==> src/rtl/cpu_types_pkg.sv <==
// Shared CPU types for the hazard control slice.
// FSM encoding and stall-counter constants.
package cpu_types_pkg;

  typedef enum logic [1:0] {
    RUN    = 2'd0,
    MCBUSY = 2'd1,
    DRAIN  = 2'd2,
    HALTED = 2'd3
  } hz_state_t;

  localparam int unsigned STALL_CNT_W = 32;
  localparam logic [STALL_CNT_W-1:0] STALL_CNT_MAX = '1;

endpackage

==> src/rtl/hz_mc_counter.sv <==
// Down-counter tracking multicycle EX occupancy.
// last is high while the count sits at one.
module hz_mc_counter #(
  parameter int unsigned W = 3
) (
  input  logic         clk,
  input  logic         rst_n,
  input  logic         load,
  input  logic         dec,
  input  logic [W-1:0] load_val,
  output logic         last
);

  logic [W-1:0] cnt_d, cnt_q;

  always_comb begin
    cnt_d = cnt_q;
    if (load) begin
      cnt_d = load_val;
    end else if (dec && cnt_q != '0) begin
      cnt_d = cnt_q - W'(1);
    end
  end

  always_ff @(posedge clk or negedge rst_n) begin
    if (!rst_n) begin
      cnt_q <= '0;
    end else begin
      cnt_q <= cnt_d;
    end
  end

  assign last = (cnt_q == W'(1));

endmodule

==> src/rtl/hazard_ctrl_unit.sv <==
// Pipeline hazard controller: freezes, flushes, stalls,
// multicycle EX occupancy and halt drain sequencing.
module hazard_ctrl_unit
  import cpu_types_pkg::*;
#(
  parameter int          STAGES         = 4,
  parameter int          MC_LAT         = 4,
  parameter int          REG_AW         = 5,
  parameter logic [31:0] STALL_CNT_INIT = 32'h0
) (
  input  logic              CLK,
  input  logic              nRST,
  input  logic              ihit,
  input  logic              dhit,
  input  logic              memcuDRE,
  input  logic              memcuDWE,
  input  logic              exDRE,
  input  logic [REG_AW-1:0] exRd,
  input  logic [REG_AW-1:0] idRs,
  input  logic [REG_AW-1:0] idRt,
  input  logic              idUsesRs,
  input  logic              idUsesRt,
  input  logic              exBranchTaken,
  input  logic              idJump,
  input  logic              exMulti,
  input  logic              memHalt,
  output logic              pcW,
  output logic [STAGES-1:0] stageW,
  output logic [STAGES-1:0] stageRST,
  output logic              halt,
  output logic [31:0]       stallCnt
);

  localparam int CW = $clog2(MC_LAT) + 1;

  hz_state_t state_d, state_q;
  logic [31:0] stall_cnt_d, stall_cnt_q;
  logic freeze;
  logic load_use;
  logic mc_load;
  logic mc_dec;
  logic mc_last;

  assign freeze = (memcuDRE | memcuDWE) & ~dhit;

  // x0 is hardwired, so a load targeting it never creates a hazard
  assign load_use = exDRE && (exRd != '0) &&
                    ((idUsesRs && idRs == exRd) ||
                     (idUsesRt && idRt == exRd));

  hz_mc_counter #(.W(CW)) u_mc_counter (
    .clk      (CLK),
    .rst_n    (nRST),
    .load     (mc_load),
    .dec      (mc_dec),
    .load_val (CW'(MC_LAT - 1)),
    .last     (mc_last)
  );

  always_ff @(posedge CLK or negedge nRST) begin
    if (!nRST) begin
      state_q <= RUN;
    end else begin
      state_q <= state_d;
    end
  end

  always_comb begin
    state_d = state_q;
    mc_load = 1'b0;
    mc_dec  = 1'b0;
    if (!freeze) begin
      unique case (state_q)
        RUN: begin
          if (memHalt) begin
            state_d = DRAIN;
          end else if (exMulti) begin
            state_d = MCBUSY;
            mc_load = 1'b1;
          end
        end
        MCBUSY: begin
          if (memHalt) begin
            state_d = DRAIN;
          end else begin
            mc_dec = 1'b1;
            if (mc_last) state_d = RUN;
          end
        end
        DRAIN:   state_d = HALTED;
        HALTED:  state_d = HALTED;
        default: state_d = RUN;
      endcase
    end
  end

  always_comb begin
    pcW      = 1'b1;
    stageW   = '1;
    stageRST = '0;
    if (!nRST) begin
      pcW      = 1'b0;
      stageW   = '0;
      stageRST = '1;
    end else if (freeze || state_q == HALTED) begin
      pcW    = 1'b0;
      stageW = '0;
    end else if (state_q == DRAIN) begin
      pcW      = 1'b0;
      stageRST = '1;
    end else if (memHalt) begin
      // older work in MEM/WB retires while everything behind it bubbles
      pcW                   = 1'b0;
      stageRST[STAGES-2:0] = '1;
    end else if (exBranchTaken) begin
      stageRST[1:0] = 2'b11;
    end else if (state_q == MCBUSY) begin
      pcW         = 1'b0;
      stageW[1:0] = 2'b00;
      stageRST[2] = 1'b1;
    end else if (load_use) begin
      pcW         = 1'b0;
      stageW[0]   = 1'b0;
      stageRST[1] = 1'b1;
    end else if (idJump) begin
      stageRST[0] = 1'b1;
    end else if (!ihit) begin
      pcW         = 1'b0;
      stageW[0]   = 1'b0;
      stageRST[1] = 1'b1;
    end
  end

  always_comb begin
    stall_cnt_d = stall_cnt_q;
    if (!pcW && state_q != HALTED && stall_cnt_q != STALL_CNT_MAX) begin
      stall_cnt_d = stall_cnt_q + 32'd1;
    end
  end

  always_ff @(posedge CLK or negedge nRST) begin
    if (!nRST) begin
      stall_cnt_q <= STALL_CNT_INIT;
    end else begin
      stall_cnt_q <= stall_cnt_d;
    end
  end

  assign halt     = (state_q == HALTED);
  assign stallCnt = stall_cnt_q;

endmodule

==> config.mk <==
export PLATFORM = sky130hd
export DESIGN_NAME = hazard_ctrl_unit
export DESIGN_NICKNAME = d
export VERILOG_FILES = /design/src/rtl/cpu_types_pkg.sv /design/src/rtl/hz_mc_counter.sv /design/src/rtl/hazard_ctrl_unit.sv
export SDC_FILE = /design/constraint.sdc
export NUM_CORES = 1
export LEC_CHECK = 0
export CORE_ASPECT_RATIO = 0.7
export CORE_UTILIZATION = 51
export DETAILED_ROUTE_END_ITERATION = 6
export HOLD_SLACK_MARGIN = 0.05
export PLACE_DENSITY = 0.89
export SKIP_LAST_GASP = 1
export SYNTH_ARGS = -nofsm -noshare
export SYNTH_HDL_FRONTEND = slang
export SYNTH_HIERARCHICAL = 1
export SYNTH_SLANG_ARGS = --single-unit
==> constraint.sdc <==
create_clock -name CLK -period 4 [get_ports CLK]
set_input_delay 0.4 -clock CLK [delete_from_list [all_inputs] [get_ports CLK]]
set_output_delay 0.4 -clock CLK [all_outputs]
set_load 0.05 [all_outputs]
# Word level (Yosys, flattened, before mapping)
# Cells that the tools add are included.
# Widths: inputs -> output; s select.
[word_totals] reg_bits=37 inputBits=28 out_inout_bits=42 wordCells=79
[op_classes] add_sub_neg=2 n_eq_ne=10 muxes=44 n_bitwise=4 reduce_logical=16
[ops] op="$add 32x1->32 const B" count=1
[ops] op="$ne 32x32->1 const B" count=1
[ops] op="$mux 1" count=25
[ops] op="$mux 2" count=11
[ops] op="$mux 3" count=4
[ops] op="$mux 4" count=3
[ops] op="$eq 5x5->1" count=2
[ops] op="$logic_and 1x1->1" count=7
[ops] op="$ne 3x3->1 const B" count=2
[ops] op="$pmux 2 s3" count=1
[ops] op="$reduce_bool 5->1" count=1
[ops] op="$eq 2x2->1 const B" count=2
[ops] op="$eq 3x1->1 const B" count=1
[ops] op="$reduce_and 3->1" count=1
[ops] op="$reduce_bool 3->1" count=1
[ops] op="$sub 3x1->3 const B" count=1
[ops] op="$eq 2x1->1 const B" count=1
[ops] op="$logic_not 2->1" count=1
[ops] op="$logic_or 1x1->1" count=2
[ops] op="$ne 2x2->1 const B" count=1
[ops] op="$not 1->1" count=2
[ops] op="$reduce_bool 2->1" count=1
[ops] op="$reduce_or 2->1" count=1
[ops] op="$and 1x1->1" count=1
[ops] op="2 further kinds" count=2

# Depth between registers and ports, before layout
[depth] ltp_word=14 ltp_mapped=9 depth_no_buf=7

# Cells and area by module
# Netlist, hierarchy kept.
[modules_own_cells] mod="hazard_ctrl_unit" n_inst=1 cells_each=230 area_each_um2=2180.8 seq_area_each_um2=850.8
[modules_own_cells] mod="hz_mc_counter" n_inst=1 cells_each=24 area_each_um2=221.5 seq_area_each_um2=75.1

# Worst setup path after synthesis
# No wires, ideal clock.
[synth_path] path_kind="in2out" startpoint="in exRd[1]" endpoint="out stageW[0]" arrival_ns=2.452 t_required_ns=3.600 slack_ns=1.148 path_stages=5 path_buffers=0 cell_sequence="or4_1 > o21ai_1 > nand2b_1 > a21oi_1 > o31ai_1"
[synth_between] elab_chain_len=11 word_cells_on_any_way=15 classes_between="eq/ne: 2; mux: 7; reduce/logical: 6"
[synth_lines] item="start: declaration" line_no="hazard_ctrl_unit.sv:18" text="input logic [REG_AW-1:0] exRd,"
[synth_lines] item="$eq 5x5->1, on equally long branches" line_no="hazard_ctrl_unit.sv:48, hazard_ctrl_unit.sv:49"
[synth_lines] item="$logic_and 1x1->1, on equally long branches" line_no="hazard_ctrl_unit.sv:48, hazard_ctrl_unit.sv:49"
[synth_lines] item="$logic_or 1x1->1" line_no="hazard_ctrl_unit.sv:48" text="((idUsesRs && idRs == exRd) ||"
[synth_lines] item="$logic_and 1x1->1 *" line_no="hazard_ctrl_unit.sv:47" text="assign load_use = exDRE && (exRd != '0) &&"
[synth_lines] item="$mux 1 *" line_no="hazard_ctrl_unit.sv:121" text="end else if (load_use) begin"
[synth_lines] item="$mux 1 *" line_no="hazard_ctrl_unit.sv:117" text="end else if (state_q == MCBUSY) begin"
[synth_lines] item="$mux 2 *" line_no="hazard_ctrl_unit.sv:115" text="end else if (exBranchTaken) begin"
[synth_lines] item="$mux 2 *" line_no="hazard_ctrl_unit.sv:111" text="end else if (memHalt) begin"
[synth_lines] item="$mux 2 *" line_no="hazard_ctrl_unit.sv:108" text="end else if (state_q == DRAIN) begin"
[synth_lines] item="$mux 2 *" line_no="hazard_ctrl_unit.sv:105" text="end else if (freeze || state_q == HALTED) begin"
[synth_lines] item="$mux 4 *" line_no="hazard_ctrl_unit.sv:101" text="if (!nRST) begin"
[synth_lines] item="end: declaration" line_no="hazard_ctrl_unit.sv:28" text="output logic [STAGES-1:0] stageW,"
# Every way passes the cells marked *; elsewhere a longest branch is shown, timed or not.

# Worst setup path in the final report
[layout_path] startpoint="in exRd[2]" endpoint="out stageW[0]"
# Same word-level chain as after synthesis.

==> flow_summary.yaml <==
timing:
  hold_violations: 0
  fin_ws_ns: 0.675
  period_needed_ns: 3.33
  worst_pin_slew_ns: 0.796
  slew_headroom_pct: 46.9
  rsz0062_at_grt: "false"
  clock.fmax_mhz: 301
  setup_viol: 0
  finalSetupTns_ns: 0
  slew_viol_final: 0
  min_period_over_period_pct: 83.1
  fin_skew_ns: 0.00690
  worst_hold_slack_ns: 0.204
floorplanning:
  io_pins: 70
  start_util_pct: 54.2
  fp.dieW_um: 84.0
  coreArea_um2: 4430
  dieHeight_um: 59.4
  rows: 20
  die_area_um2: 4990
power:
  combPwrFrac_pct: 44.0
  p_sw_share_pct: 44.4
  p_int_mw: 0.789
  p_clk_share_pct: 18.2
  p_leak_nw: 1.17
  pwr-share-seq_pct: 37.7
  p_switching_mw: 0.630
  p_total_mw: 1.42
  ir_worst_vdd_mv: 0.188
  powerDensity_nw_per_um2: 445
logic_synthesis:
  synth_common_cells: "dfrtp_1 (37), xor2_1 (27), nand2_1 (26)"
  synth_edf_count: 0
  ys_warn_count: 6
  synth_top_area_cell: "dfrtp_1"
  netlist_top_cells_area: "dfrtp_1 (39%), xor2_1 (9.8%), xnor2_1 (5.1%)"
  synth_cell_types: 47
  synth-main-ff-cell: "dfrtp_1"
  syn_area_um2: 2400
  synth-seq-area-share_pct: 38.5
  syn_avg_cell_area_um2: 9.46
  synth_seq_cells: 37
  postSynth.asyncResetShare_pct: 100
  synthCells: 254
  yosysMostFrequentCell: "dfrtp_1"
  synth.top_cell.area_share_pct: 38.5
route:
  wl_met3_um: 282
  wl_met2_um: 2590
  wire_per_inst_um: 15.3
  drt-initial-drc-count: 136
  top_layer: "met4"
  via_per_inst: 5.58
  wirelength_um: 5800
  first_pass_iters: 7
  antenna_left: 0
  remaining_drc_errors: 8
  drt-met1-wl_um: 2850
  vias: 2109
clock_network:
  numCtsBuffers: 5
  cts-root-buf: "clkbuf_8"
  cts_resized: 0
  clk_pin_slew_ns: 0.08
  clock_latency_ns: 0.30
  holdBufCountCts: 0
  clock_path_buffers: 2
  post_cts_buffers: 0
  h-tree-depth: 2
  cts_tree: "yes"
  cts.sinks: 37
min_path:
  hp-class: "in2async"
critical_path:
  cp.required_ns: 3.60
  rr_startpoint: "stallCnt[0]"
  start_kind: "input pin"
  reg2reg_slack_ns: 1.13
  crit_arrival_ns: 2.93
  reg2reg_to: "stallCnt[1]"
  worstRegToRegCells: 7
  worst_setup_path_end_kind: "output port"
  crit_type: "in2out"
  startpoint: "exRd[2]"
  cp_max_fo: 3
grt:
  antenna_found_initial: 0
  grt_pass1_wl_um: 9640
  grt_start_max_net_pins: 41
  grt_overflow: 0
  grt_pass1_vias: 1927
  grt_usage_pct: 25.4
job:
  max-cap-violations: 0
finish:
  antenna_cells: 0
  post-route-util_pct: 71.9
  syn2layout_area_growth_pct: 32.6
  nNetsFinal: 354
  drive_above_1_share_pct: 10.5
  fillers: 330
placement:
  dp_hpwl_um: 4410
  place_ws_ns: 0.657
  gp_congestion: 0.799
  port-buffer-count: 69
run_status:
  failed_checks: "DRC"
  status: "finished, violations left"
-- cells by family (layout without fill, tap and decap cells) --
logic type	count (synthesis)	in the layout	synth area share (%)
flops	37	37	38.5
fa+ha+maj	4	4	2.08
mux	2	2	1.04
xor+xnor	41	41	14.9
compound gates	22	22	6.93
simple gates	127	127	31.8
other cells	2	3	0.313
buf+inv	19	87	4.37
-- cell usage in the layout, fill, tap and decap left out, types with 3 or more instances in the layout --
master | synthesis | layout
nand4_1 | 16 | 16
nor4b_2 | 3 | 3
nor4_1 | 14 | 14
conb_1 | 2 | 3
and3_1 | 5 | 5
nand2_1 | 26 | 26
nand2b_1 | 3 | 3
nor3_1 | 10 | 10
nand3_1 | 15 | 15
dfrtp_1 | 37 | 37
inv_1 | 8 | 8
a21oi_1 | 4 | 4
nor2_1 | 14 | 14
nor4_2 | 7 | 7
ha_1 | 4 | 4
xnor2_1 | 14 | 14
clkbuf_8 | 0 | 5
o21ai_0 | 5 | 5
clkdlybuf4s50_1 | 0 | 67
xor2_1 | 27 | 27
buf_4 | 3 | 3
-- worst max path at each step --
stage / cells after the start / to
after global placement: 7 / stageW[0]
after global routing: 7 / stageW[0]
final: 7 / stageW[0]
after CTS: 7 / stageW[0]
after floorplan: 5 / stageW[0]
after detailed placement: 7 / stageW[0]
-- critical path: stages --
cell             delay (ns)
clkdlybuf4s50_1        0.48
or4_1                  0.53
o21ai_1                0.19
nand2b_1               0.20
a21oi_1                0.08
o31ai_1                0.20
clkdlybuf4s50_1        0.84
-- routing by layer --
metal | vias up | GRT usage [%]
met2 | 62 | 37.9
li1 | 1040 | -
met1 | 998 | 36.1
met5 | - | 0
met4 | 0 | 7.88
met3 | 9 | 6.96
-- power by group through the flow --
stage | sequential [mW] | combinational [mW] | clock, mW
floorplan | 0.715 | 0.231 | 0
global placement | 0.534 | 0.614 | 0
detailed placement | 0.540 | 0.624 | 0
CTS | 0.533 | 0.625 | 0.266
global route | 0.550 | 0.661 | 0.281
finish | 0.535 | 0.624 | 0.259
-- metrics by stage --
step	area (µm²)	cells
2_1_floorplan	2410	255
3_3_place_gp	3100	370
3_5_place_dp	3100	370
4_1_cts	3180	378
5_1_grt	3180	378
6_report	3180	378
-- final cells by class --
type / count / area [µm²] / area share, %
timing repair buffer: 71 / 698 / 21.9
clock buffer: 5 / 68.8 / 2.16
inverter: 8 / 30.0 / 0.943
tap: 55 / 68.8 / 2.16
clock inverter: 3 / 17.5 / 0.550
multi-input combinational: 199 / 1380 / 43.2
sequential: 37 / 926 / 29.1
-- sequential cells by signal (all words and copies together), names as in the netlist --
register            flops
state_q                 2
stallCnt               32
u_mc_counter/cnt_q      3
Power figures use the tool's default switching activity.
==> variant 1: new RTL, config.mk and constraints unchanged <==
Put one more register stage on the output `stallCnt`, without a reset. The value now appears one clock later. The other outputs are not delayed to match.
--- a/src/rtl/hazard_ctrl_unit.sv
+++ b/src/rtl/hazard_ctrl_unit.sv
@@ -149,3 +149,5 @@
   assign halt     = (state_q == HALTED);
-  assign stallCnt = stall_cnt_q;
+  always_ff @(posedge CLK) begin
+    stallCnt <= stall_cnt_q;
+  end
 
Function: changed (Yosys sat finds a counterexample within 4 cycles, from zero or initial values and one cycle with nRST low).
==> variant 1 against the unedited design <==
  * Final area increased by 22%
  * Synthesized area is 21% higher
  * Total power is 30% higher
  * Core utilization increased by 0.28 points
  * Clock power rose by 140%
  * Register-to-register slack better by 150 ps
  * Routed wire length up 5.3%
  * Sequential cell count is 32 higher
  * Cell count up 11%
  * Setup slack improved by 27 ps
  * Largest cell class is now registers
  * Highest routed layer unchanged
==> variant 1: results (changes against the unedited design) <==
Run status
  • Status: finished, final reports clean (was complete, but fails checks)

Hold path
  • Worst Hold Class: flop to flop (was input port to async pin)

Worst setup path
  • Reg-to-Reg End: stall_cnt_q[1] (was stallCnt[1])
  • Crit path to: pcW (was stageW[0])
  • Crit path from: exRd[1] (was exRd[2])
  • Reg2Reg Depth: 5 (was 7)
  • FF-to-FF setup slack: 1280 ps (was 1130 ps)
  • CP peak stage delay: 810 ps (was 840 ps)

Placement
  • Post-DP HPWL: 4320 um (was 4410 um)
  • Post-place setup slack: 713 ps (was 657 ps)
  • RePlAce Congestion: 0.895 (was 0.799)

Final layout
  • Final nets: 375 (was 354)

Yosys
  • Synth Area in XOR/XNOR: 0.121 (was 0.149)
  • Commonest cells post-synth: 37 x dfrtp_1, 32 x dfxtp_1, 29 x xor2_1 (was 37 x dfrtp_1, 27 x xor2_1, 26 x nand2_1)
  • Compound-Gate Fraction of Synth Area: 0.0638 (was 0.0693)
  • Register area share after synthesis: 0.540 (was 0.385)

Routing
  • Met2 wire length: 3000 um (was 2590 um)
  • Met1 Wirelength: 2780 um (was 2850 um)
  • Routed len/inst: 14.5 um (was 15.3 um)

Clock tree
  • CTS buffer count: 9 (was 5)
  • Worst skew pair latency: 350 ps (was 300 ps)
  • Clk sink count: 69 (was 37)

Pwr
  • P_leak: 0.00168 uW (was 0.00117 uW)
  • VDD IR-drop max: 272 uV (was 188 uV)

Global routing
  • Pin count of the biggest net entering global routing: 39 (was 41)

Timing
  • Final Skew: 9.28 ps (was 6.90 ps)
  • Final Cycle Share: 0.825 (was 0.831)
  • Worst slew pin tran: 890 ps (was 796 ps)
## variant 1: how the worst min path moves through the flow
stage	start	to	slack [ps]	cells after the start
4_1_cts	stall_cnt_q[12]	stallCnt[12]	390	0
3_3_place_gp	nRST	state_q[0]	210	1
6_report	stall_cnt_q[12]	stallCnt[12]	400	0
3_5_place_dp	nRST	state_q[0]	220	1
5_1_grt	stall_cnt_q[12]	stallCnt[12]	410	0
2_1_floorplan	nRST	stall_cnt_q[0]	100	0
## variant 1: where the power goes
group          switching (uW)  leakage [uW]  internal, uW  total (uW)
registers                56.2      0.000747           764         820
logic                     242      0.000832           161         403
clock network             256      0.000106           369         625
## variant 1: worst register-to-register path: cells and delay by family, from the launching register on
family           cells  cell delay (ps)
AND/OR/NAND/NOR      4             1830
multiplexers         1              320
flip-flops           1              450
## variant 1: cell type report
class | count | area, um2
inverters | 6 | 22.5
well taps | 72 | 90.1
multi-input cells | 185 | 1260
flip-flops and latches | 69 | 1570
clock buffers | 11 | 141
repair buffers | 72 | 711
clock inverters | 5 | 83.8
fillers | 361 | 1490
## variant 1: what timing repair did
action | CTS | global route
resized for setup | 0 | 0
endpoints found under the hold margin | 1 | 0
hold buffers | 1 | 0
## variant 1: logic make-up after synthesis
family | after synthesis
AOI/OAI and AO/OA | 27
xor gates and xnor gates | 40
adders and majority gates | 4
buffers and inverters | 15
DFF | 69
muxes | 3
other | 2
and+or+nand+nor | 108
## variant 1: metrics by stage
step / util / cells
final: 0.722 / 420
after global routing: 0.722 / 420
after CTS: 0.722 / 420
after detailed placement: 0.678 / 403
after global placement: 0.678 / 403
after floorplan: - / 269
## variant 1: routing by layer
layer / global-route usage / up-vias
met2: 0.363 / 48
li1: - / 1087
met1: 0.280 / 1071
met4: 0.0938 / 0
met5: 0 / -
met3: 0.0729 / 10
==> variant 2: new RTL, same flow settings <==
Without the edit above. The parameter `MC_LAT` goes from 4 to 8.
--- a/src/rtl/hazard_ctrl_unit.sv
+++ b/src/rtl/hazard_ctrl_unit.sv
@@ -6,3 +6,3 @@
   parameter int          STAGES         = 4,
-  parameter int          MC_LAT         = 4,
+  parameter int          MC_LAT         = 8,
   parameter int          REG_AW         = 5,
Check against the original RTL: not equivalent (a bounded check fails within 10 cycles, from zero or initial values and one cycle with nRST low).
==> variant 2 against the unedited design <==
  * Total power is 9.8% higher
  * Sequential cell count up 1
  * Die area increased by 2.5%
  * Final area grew 3.6%
  * Setup slack improved by 27 ps
  * Routed wire length is 6.2% higher
  * Synthesized area grew 2.6%
  * Non-clock buffer count stayed put
  * Highest routed layer unchanged
==> variant 2: results (changes against the unedited design) <==
Routing
  • Drt initial violations: 140 (was 136)
  • 1st-pass router iterations: 4 (was 7)
  • Via count: 2220 (was 2109)
  • Drt total wl: 6150 um (was 5800 um)

Global routing
  • GRT Util Overall: 0.258 (was 0.254)
  • Pin count of the biggest net entering global routing: 42 (was 41)
  • Met2 usage: 0.425 (was 0.379)
  • M1 GR Usage: 0.350 (was 0.361)
  • Global-route wire length before repair: 10100 um (was 9640 um)

Yosys
  • Synth Area in XOR/XNOR: 0.146 (was 0.149)
  • Compound-Gate Fraction of Synth Area: 0.0721 (was 0.0693)
  • Commonest cells post-synth: 38 x dfrtp_1, 27 x xor2_1, 26 x nand2_1 (was 37 x dfrtp_1, 27 x xor2_1, 26 x nand2_1)
  • Multiplexer share of the synthesized area: 0.0102 (was 0.0104)
  • Largest cells by area after synthesis: dfrtp_1 39%, xor2_1 9.6%, xnor2_1 5.0%, nand4_1 4.1%, nand2_1 4.0% (was dfrtp_1 39%, xor2_1 9.8%, xnor2_1 5.1%, nand4_1 4.2%, nand2_1 4.1%)
  • Distinct cells, synth: 48 (was 47)
  • Post-Syn Instances: 259 (was 254)

Worst setup path
  • Critical path arrival: 2900 ps (was 2930 ps)
  • Crit path from: exRd[1] (was exRd[2])

Final layout
  • Share of cells above drive strength 1: 0.0976 (was 0.105)
  • Final nets: 358 (was 354)
  • Fillcell total: 340 (was 330)

Timing
  • Final Skew: 6.82 ps (was 6.90 ps)
  • Worst slew pin tran: 863 ps (was 796 ps)

Pwr
  • Combinational cell power: 601 uW (was 624 uW)
  • VDD IR-drop max: 270 uV (was 188 uV)
  • Sequential Power: 548 uW (was 535 uW)
  • Power, Total: 1560 uW (was 1420 uW)

Placement
  • Area after DPL: 0.00316 mm2 (was 0.00310 mm2)
  • Placed cell count: 375 (was 370)
  • RePlAce Congestion: 0.880 (was 0.799)
  • Post-DP HPWL: 4480 um (was 4410 um)
  • Post-place setup slack: 711 ps (was 657 ps)

Run status
  • Status: finished, final reports clean (was complete, but fails checks)

Hold path
  • Worst Hold Class: input port to async pin (unchanged)
[variant 2: worst paths after layout]
| path | endpoint | slack (ps) | cells past startpoint |
|---|---|---|---|
| max in group asynchronous | stallCnt[25] | 3480 | 2 |
| setup reg to reg | stallCnt[1] | 1020 | 7 |
| hold / removal | stallCnt[0] | 170 | 2 |
| setup / recovery | stageW[0] | 700 | 7 |
| hold reg to reg | stallCnt[17] | 500 | 1 |
| min in group CLK | stallCnt[17] | 500 | 1 |
[variant 2: layout make-up]
class	count	area, um2	share of cell area
repair buffers	71	698	0.212
well taps	55	68.8	0.0209
inverters	8	30.0	0.00910
clock buffers	6	82.6	0.0250
clock inverters	2	60.1	0.0182
flip-flops and latches	38	951	0.288
multi-input cells	203	1410	0.427
[variant 2: metal layers]
metal  vias to the layer above  share of wire
li1                       1066              -
met1                      1069           0.46
met2                        81           0.47
met3                         4          0.069
met4                         0         0.0045
met5                         -              0
